==> src/rtl/fetch_pkg.sv <==
// ============================================================================
// Module   : fetch_pkg
// Brief    : Shared opcode, instruction-field and fetch-queue entry types.
// Revision : 1.0
// ============================================================================
`default_nettype none

package fetch_pkg;

    typedef enum logic [1:0] {
        OP_ADD = 2'b00,
        OP_LW  = 2'b01,
        OP_SW  = 2'b10,
        OP_J   = 2'b11
    } opcode_t;

    // Field bit positions: op[7:6], rs[5:4], rt[3:2], imm[1:0].
    typedef struct packed {
        opcode_t    op;
        logic [1:0] rs;
        logic [1:0] rt;
        logic [1:0] imm;
    } instr_t;

    typedef struct packed {
        logic [7:0] pc;
        logic [7:0] instr;
    } fetch_entry_t;

    typedef enum logic [0:0] {
        ST_RUN  = 1'b0,
        ST_HALT = 1'b1
    } fetch_state_t;

    function automatic logic [7:0] jump_offset(input instr_t i);
        return {{2{i.rs[1]}}, i.rs, i.rt, i.imm};
    endfunction

endpackage

`default_nettype wire

==> src/rtl/fetch_queue.sv <==
// ============================================================================
// Module   : fetch_queue
// Brief    : Registered synchronous FIFO with flush; head reads 0 when empty.
// Revision : 1.0
// ============================================================================
`default_nettype none

module fetch_queue #(
    parameter int DEPTH = 4,
    parameter int WIDTH = 16
) (
    input  logic             clk,
    input  logic             rst_n,
    input  logic             flush,
    input  logic             push,
    input  logic [WIDTH-1:0] push_data,
    input  logic             pop,
    output logic [WIDTH-1:0] head,
    output logic             full,
    output logic             empty
);

    localparam int AW = $clog2(DEPTH);

    logic [WIDTH-1:0] mem [DEPTH];
    logic [AW-1:0]    wr_ptr;
    logic [AW-1:0]    rd_ptr;
    logic [AW:0]      count;
    logic             do_push;
    logic             do_pop;

    assign full    = (count == (AW+1)'(DEPTH));
    assign empty   = (count == '0);
    assign do_pop  = pop && !empty;
    assign do_push = push && (!full || do_pop);
    assign head    = empty ? '0 : mem[rd_ptr];

    always_ff @(posedge clk or negedge rst_n) begin
        if (!rst_n) begin
            wr_ptr <= '0;
            rd_ptr <= '0;
            count  <= '0;
        end else if (flush) begin
            wr_ptr <= '0;
            rd_ptr <= '0;
            count  <= '0;
        end else begin
            if (do_push) wr_ptr <= wr_ptr + AW'(1);
            if (do_pop)  rd_ptr <= rd_ptr + AW'(1);
            case ({do_push, do_pop})
                2'b10:   count <= count + (AW+1)'(1);
                2'b01:   count <= count - (AW+1)'(1);
                default: count <= count;
            endcase
        end
    end

    // Storage needs no reset: the head is masked to zero while empty.
    always_ff @(posedge clk) begin
        if (do_push && !flush) mem[wr_ptr] <= push_data;
    end

endmodule

`default_nettype wire

==> src/rtl/instr_fetch.sv <==
// ============================================================================
// Module   : instr_fetch
// Brief    : PC sequencer and fetch queue feeding decode; optional jump
//            predecode with halt-on-jump-to-self (FETCH_JUMP_PREDECODE_EN).
// Revision : 1.0
// ============================================================================
`default_nettype none

module instr_fetch
    import fetch_pkg::*;
#(
    parameter logic [7:0] RESET_PC = 8'h00,
    parameter int         QDEPTH   = 4
) (
    input  logic       clk,
    input  logic       rst_n,
    output logic [7:0] Read_Address,
    input  logic [7:0] instruction,
    output logic       Fetch_Valid,
    input  logic       Fetch_Ready,
    output logic [7:0] Fetch_Instr,
    output logic [7:0] Fetch_PC,
    input  logic       Redirect_Valid,
    input  logic [7:0] Redirect_Target,
    output logic       Halted
);

    logic [7:0]   pc;
    logic [7:0]   pc_next;
    fetch_state_t state;
    fetch_state_t state_next;
    fetch_entry_t head;
    logic         full;
    logic         empty;
    logic         deq;
    logic         fetch_go;
    logic         is_jump;
    logic         enq;

    assign deq      = !empty && Fetch_Ready;
    assign fetch_go = (state == ST_RUN) && !Redirect_Valid;
    assign enq      = fetch_go && !is_jump && (!full || deq);

`ifdef FETCH_JUMP_PREDECODE_EN
    instr_t word;
    assign word    = instruction;
    assign is_jump = (word.op == OP_J);
    assign Halted  = (state == ST_HALT);
`else
    assign is_jump = 1'b0;
    assign Halted  = 1'b0;
`endif

    always_comb begin
        pc_next    = pc;
        state_next = state;
        if (Redirect_Valid) begin
            pc_next    = Redirect_Target;
            state_next = ST_RUN;
        end else if (enq) begin
            pc_next = pc + 8'd1;
        end
`ifdef FETCH_JUMP_PREDECODE_EN
        // Jumps are consumed here regardless of queue occupancy.
        else if (fetch_go && is_jump) begin
            pc_next = pc + 8'd1 + jump_offset(word);
            if (jump_offset(word) == 8'hFF) state_next = ST_HALT;
        end
`endif
    end

    always_ff @(posedge clk or negedge rst_n) begin
        if (!rst_n) begin
            pc    <= RESET_PC;
            state <= ST_RUN;
        end else begin
            pc    <= pc_next;
            state <= state_next;
        end
    end

    fetch_queue #(
        .DEPTH (QDEPTH),
        .WIDTH ($bits(fetch_entry_t))
    ) u_queue (
        .clk       (clk),
        .rst_n     (rst_n),
        .flush     (Redirect_Valid),
        .push      (enq),
        .push_data ({pc, instruction}),
        .pop       (deq),
        .head      (head),
        .full      (full),
        .empty     (empty)
    );

    assign Read_Address = pc;
    assign Fetch_Valid  = !empty;
    assign Fetch_PC     = head.pc;
    assign Fetch_Instr  = head.instr;

endmodule

`default_nettype wire

==> config.mk <==
export PLATFORM = sky130hd
export DESIGN_NAME = instr_fetch
export DESIGN_NICKNAME = d
export VERILOG_FILES = /design/src/rtl/fetch_pkg.sv /design/src/rtl/fetch_queue.sv /design/src/rtl/instr_fetch.sv
export SDC_FILE = /design/constraint.sdc
export NUM_CORES = 1
export LEC_CHECK = 0
export CORE_MARGIN = 2
export CORE_UTILIZATION = 39
export CTS_BUF_LIST = sky130_fd_sc_hd__clkbuf_4 sky130_fd_sc_hd__clkbuf_8
export DETAILED_ROUTE_END_ITERATION = 6
export PLACE_DENSITY_LB_ADDON = 0.1
export SLEW_MARGIN = 20
export SYNTH_ARGS = -nofsm -noshare
export SYNTH_HDL_FRONTEND = slang
export SYNTH_SLANG_ARGS = --single-unit
export TNS_END_PERCENT = 30
==> constraint.sdc <==
create_clock -name clk -period 2.2 [get_ports clk]
set_clock_uncertainty 0.05 [all_clocks]
set_input_delay 0.33 -clock clk [delete_from_list [all_inputs] [get_ports clk]]
set_output_delay 0.33 -clock clk [all_outputs]
set_load 0.02 [all_outputs]
==> impl_metrics.json, run 1 <==
{
  "run_status": "complete, no violations",
  "period_share_pct": 96.3,
  "ir_worst_vdd_uv": 565,
  "drive_gt1_share_pct": 27.5,
  "setup.worst_path.end_class": "primary output",
  "avgRoutedWirePerCell_um": 16.4,
  "vias": 1905,
  "worstSetupStartpointType": "register",
  "placed_cells": 366,
  "async_flop_share_pct": 19.0,
  "antenna_found_initial": 0,
  "ioPinCount": 46,
  "syn_inst": 203,
  "clk_latency_ps": 330,
  "ys_seq_area_share_pct": 67.6,
  "die_h_um": 97.3,
  "fin_tns_setup_ps": 0,
  "grt_pass1_vias": 1996,
  "avgSynthCellArea_um2": 16.7,
  "synth_ff_type": "edfxtp_1",
  "num_rows": 34,
  "clock_path_buffers": 2,
  "power_density_nw_per_um2": 1040,
  "max_freq_mhz": 472,
  "die_area_um2": 9470,
  "syn_area_um2": 3400,
  "hold_viol_final": 0,
  "cp_data_required_time_ps": 1820,
  "n_antenna_cell": 0,
  "cts-root-buf": "clkbuf_8",
  "start_util_pct": 39.5,
  "final_cells": 384,
  "synthToLayoutAreaGrowth_pct": 26.4,
  "cts_tree": "yes",
  "cts_buffers": 9,
  "timing.final.crit_period_ps": 2120,
  "critical_path_class": "reg2out",
  "cp_max_fo": 6,
  "die_x_um": 97.3,
  "track_usage_pct": 14.2,
  "drv_slew": 0,
  "hpwl_um": 4080,
  "gp_congestion": 0.709,
  "antenna_left": 0,
  "numPortBuffers": 44,
  "synthDistinctLibCells": 39,
  "synth_edf_count": 64,
  "arrival_ps": 1740,
  "maxCapViolCount": 0,
  "nets": 297,
  "leakagePower_nw": 1.55,
  "final_cell_mix": "edfxtp_1, clkdlybuf4s50_1, and2_1, buf_4",
  "clock-sinks": 79,
  "rsz0062_at_grt": "no",
  "drc": 0,
  "fillers": 762,
  "grt_pass1_wl_um": 10400,
  "drt_iter0_drc": 130,
  "synth_seq_cells": 79,
  "gr-total-overflow": 0,
  "grt_max_degree": 18,
  "vias_per_cell": 4.96,
  "layout_commonest_cell": "edfxtp_1",
  "first_pass_iters": 4,
  "ys_warn_count": 0,
  "core-area_um2": 8590,
  "wl_um": 6310,
  "hold_class": "in2async",
  "cts_htree_levels": 3,
  "hold_buffers": 0,
  "syn-num-nets": 229,
  "cts.clk_slew.worst_paths_ps": 80,
  "finalSetupViolations": 0
}
synth_stat cells, types with 2 or more instances:
cell	instances	area, um2
nor2_1	12	45.0
o211ai_1	3	22.5
xor2_1	3	26.3
and2_1	21	131
edfxtp_1	64	1920
nor3_1	2	10.0
clkbuf_1	2	7.51
a21oi_1	2	10.0
ha_1	5	62.6
o21ai_0	5	25.0
a31oi_1	2	12.5
buf_4	2	15.0
buf_6	2	22.5
o31ai_1	3	22.5
mux4_2	13	293
or4_1	5	37.5
inv_1	4	15.0
mux4_1	3	78.8
mux2i_1	3	30.0
buf_2	3	15.0
nand2_1	6	22.5
dfrtp_1	15	375
nand3_1	7	35.0
per-stage QoR:
stage / instance area [um2] / total power, mW / hold slack, ps / worst slack, ps / util (%)
after floorplan: 3400 / 2.81 / -15.6 / 351 / -
after global placement: 4130 / 3.45 / 529 / 21.9 / 48.0
after detailed placement: 4130 / 3.46 / 539 / -13.9 / 48.0
after CTS: 4350 / 4.60 / 246 / -48.0 / 50.6
after global routing: 4300 / 4.72 / 284 / 3.47 / 50.0
final: 4300 / 4.48 / 255 / 80.6 / 50.0
sequential cells by signal, indices dropped and copies added, names as in the netlist:
name            flops
u_queue.mem        64
Read_Address        8
u_queue.count       3
u_queue.rd_ptr      2
u_queue.wr_ptr      2
worst paths after layout:
| check | cells past startpoint | from | end | slack [ps] |
|---|---|---|---|---|
| max reg2reg | 6 | u_queue.count[1] | u_queue.count[2] | 320 |
| max in group asynchronous | 2 | rst_n | u_queue.rd_ptr[0] | 1650 |
| min | 2 | rst_n | Read_Address[3] | 260 |
| max | 4 | u_queue.rd_ptr[0] | Fetch_PC[3] | 80 |
| min in group clk | 3 | Redirect_Target[1] | Read_Address[1] | 500 |
| min reg2reg | 2 | u_queue.wr_ptr[1] | u_queue.wr_ptr[1] | 550 |
power breakdown:
part | switching [mW] | internal (mW)
registers | 0.0953 | 1.80
logic | 0.726 | 0.672
clock network | 0.521 | 0.660
kinds of logic after synthesis:
| logic type | after synthesis | synth area share (%) |
|---|---|---|
| buffers and inverters | 15 | 2.91 |
| flip-flops | 79 | 67.6 |
| adder cells (fa/ha/maj) | 6 | 2.43 |
| multiplexers | 19 | 11.8 |
| other | 1 | 0.110 |
| AO/OA/AOI/OAI | 18 | 3.39 |
| XOR/XNOR | 4 | 1.03 |
| AND/OR/NAND/NOR | 61 | 10.7 |
timing repair:
item	CTS	global route
endpoints found under the hold margin	0	0
buffers inserted	2	0
endpoints found under the setup margin	17	11
gates cloned	1	0
gates resized for setup	64	6
layer usage:
| layer | global-route usage, % | wire [um] | up-vias |
|---|---|---|---|
| met5 | 0 | 0 | - |
| met4 | 5.45 | 99 | 0 |
| met3 | 2.66 | 213 | 9 |
| met2 | 23.7 | 3060 | 35 |
| met1 | 18.5 | 2930 | 942 |
| li1 | - | - | 919 |
critical path, cell delays in order (launching register included):
cell     delay (ps)
dfrtp_2         410
buf_6           180
mux4_2          500
and2_1          160
buf_2           150
area by class of cell:
cell class              count  area (um2)  share of cell area [%]
well taps                 108         135                    3.15
clock inverters             6        93.8                    2.18
multi-input cells         109         997                    23.2
clock buffers              10         131                    3.06
repair buffers             68         624                    14.5
inverters                   4        15.0                   0.350
flip-flops and latches     79        2300                    53.5
Power figures use the tool's default switching activity.
==> inputs of run 2 (changes only) <==
- clock period: 2.2 -> 1.8 ns (I/O delays scaled with it)
==> run 2 against run 1 <==
The flow now finishes with violations (negative setup slack). Worst hold slack worse by 72 ps. Register-to-register slack got worse by 270 ps. Final area increased by 4.5%. Routed wire length is 0.57% higher. Core utilization grew 2.2 points. Sequential cell count unchanged. Total power rose by 32%. Count of clock-buffer cells in the layout decreased by 1. Clock power is 17% higher. Global-route usage is 0.28 points higher. Combinational power increased by 56%. Sequential power is 22% higher. Largest cell class unchanged. Largest power group unchanged. Highest routed layer unchanged.
==> impl_metrics.json, run 2 (synthesis results as in run 1) <==
{
  "run_status": "finished with violations",
  "violations": "negative setup slack",
  "hold_viol_final": 0,
  "leakagePower_nw": 1.66,
  "gr-total-overflow": 0,
  "dp_slack_ps": -348,
  "antenna_left": 0,
  "hpwl_um": 4300,
  "rrSetupSlack_ps": 50,
  "cts.clk_slew.worst_paths_ps": 80,
  "drv_slew": 0,
  "top_layer": "met4",
  "cts_buffers": 9,
  "clockPowerShare_pct": 23.5,
  "drt_iter0_drc": 61,
  "p_seq_share_pct": 39.4,
  "core-area_um2": 8590,
  "wirelength_met1_um": 3080,
  "gp_congestion": 0.707,
  "die_area_um2": 9470,
  "max_freq_mhz": 491,
  "synthToLayoutAreaGrowth_pct": 32.1,
  "wl_met2_um": 2930,
  "clock-sinks": 79,
  "ioPinCount": 46,
  "cts-root-buf": "clkbuf_8",
  "drive_gt1_share_pct": 38.4,
  "cts_htree_levels": 3,
  "drc": 0,
  "nets": 306,
  "num_rows": 34,
  "cts_tree": "yes",
  "setup.worst_path.end_class": "primary output",
  "grt_max_degree": 18,
  "maxCapViolCount": 0,
  "track_usage_pct": 14.4,
  "largest_register": "u_queue.mem",
  "n_antenna_cell": 0,
  "arrival_ps": 1720,
  "ir_worst_vdd_uv": 561,
  "cp_data_required_time_ps": 1480,
  "start_util_pct": 39.5,
  "grt_pass1_vias": 1964,
  "worstSetupStartpointType": "register",
  "numPortBuffers": 44,
  "vias_per_cell": 4.99,
  "layout_commonest_cell": "edfxtp_1",
  "timing.final.crit_period_ps": 2040,
  "whs_ps": 184,
  "avgRoutedWirePerCell_um": 16.2,
  "vias": 1958,
  "antenna_found_initial": 0,
  "first_pass_iters": 4,
  "hold_buffers": 0,
  "critical_path_class": "reg2out",
  "clk_latency_ps": 340,
  "switching_share_pct": 29.0,
  "cp_max_fo": 6,
  "rsz0062_at_grt": "yes",
  "comb_power_share_pct": 37.1,
  "finalSetupViolations": 16,
  "fin_ws_ps": -238,
  "final_cell_mix": "edfxtp_1, buf_4, clkdlybuf4s50_1, buf_6",
  "die_h_um": 97.3,
  "intPower_mw": 4.18,
  "power_density_nw_per_um2": 1310,
  "period_share_pct": 113,
  "wl_um": 6340,
  "fin_tns_setup_ps": -3470,
  "met3_length_um": 259,
  "hold_class": "in2async",
  "fillers": 729,
  "grt_pass1_wl_um": 10500,
  "die_x_um": 97.3,
  "p_switching_mw": 1.71,
  "clock_path_buffers": 2,
  "largest_register_ffs": 64
}
-- run 2: cell count changes in the layout (fill, tap and decap cells not counted), moves of 2 or more --
cell and change:
and2_1 -18, and2_4 +16, buf_6 +16, buf_2 -14, buf_4 +10, clkdlybuf4s50_1 -7
dlygate4sd2_1 +4, and2_2 +2, clkinv_4 -2, dfrtp_1 -2, dfrtp_2 +2, dlymetal6s2s_1 +2
mux4_1 -2, mux4_2 +2
-- run 2: worst max-delay path: stages (launching register included) --
cell and delay [ps]:
dfrtp_2 440, buf_12 150, mux4_2 520, and2_4 160, buf_6 120
-- run 2: final timing paths --
check | start | end | cells past startpoint
worst max register to register | u_queue.count[2] | u_queue.count[1] | 6
worst min register to register | Read_Address[4] | u_queue.mem[2][12] | 0
worst min-delay path | rst_n | Read_Address[0] | 2
max in group asynchronous | rst_n | u_queue.rd_ptr[0] | 2
worst max-delay path | u_queue.rd_ptr[0] | Fetch_PC[2] | 4
min in group clk | Redirect_Target[1] | Read_Address[1] | 3
-- run 2: power by group through the flow --
stage / Combinational (mW) / Clock, mW / Sequential [mW]
floorplan: 1.08 / 0 / 2.36
global placement: 1.89 / 0 / 2.35
detailed placement: 1.90 / 0 / 2.35
CTS: 2.16 / 1.42 / 2.32
global route: 2.36 / 1.50 / 2.35
finish: 2.19 / 1.38 / 2.32
-- run 2: timing repair --
item                                    4_1_cts  5_1_grt
gates cloned                                  1        0
endpoints found under the setup margin       25       21
resized for setup                           121       17
setup buffers                                 2        0
pin swaps                                     5        5
endpoints found under the hold margin         0        0
-- run 2: stage by stage --
step                instance area (um2)  util, %  std cells  total power [mW]
floorplan                          3400        -        203              3.44
global placement                   4170     48.6        375              4.24
detailed placement                 4170     48.6        375              4.25
CTS                                4480     52.1        393              5.90
global route                       4490     52.2        392              6.21
finish                             4490     52.2        392              5.89
-- run 2: layout make-up --
class                           count  area, um2  area share [%]
Clock buffer                        9        124            2.76
Clock inverter                      6       85.1            1.90
Sequential cell                    79       2300            51.3
Timing Repair Buffer               77        774            17.3
Inverter                            4       15.0           0.335
Tap cell                          108        135            3.01
Multi-Input combinational cell    109       1050            23.5
-- run 2: per-layer routing --
layer / up-vias / global-route usage, %
li1: 934 / -
met1: 971 / 20.6
met2: 47 / 21.5
met3: 6 / 4.17
met4: 0 / 4.81
met5: - / 0
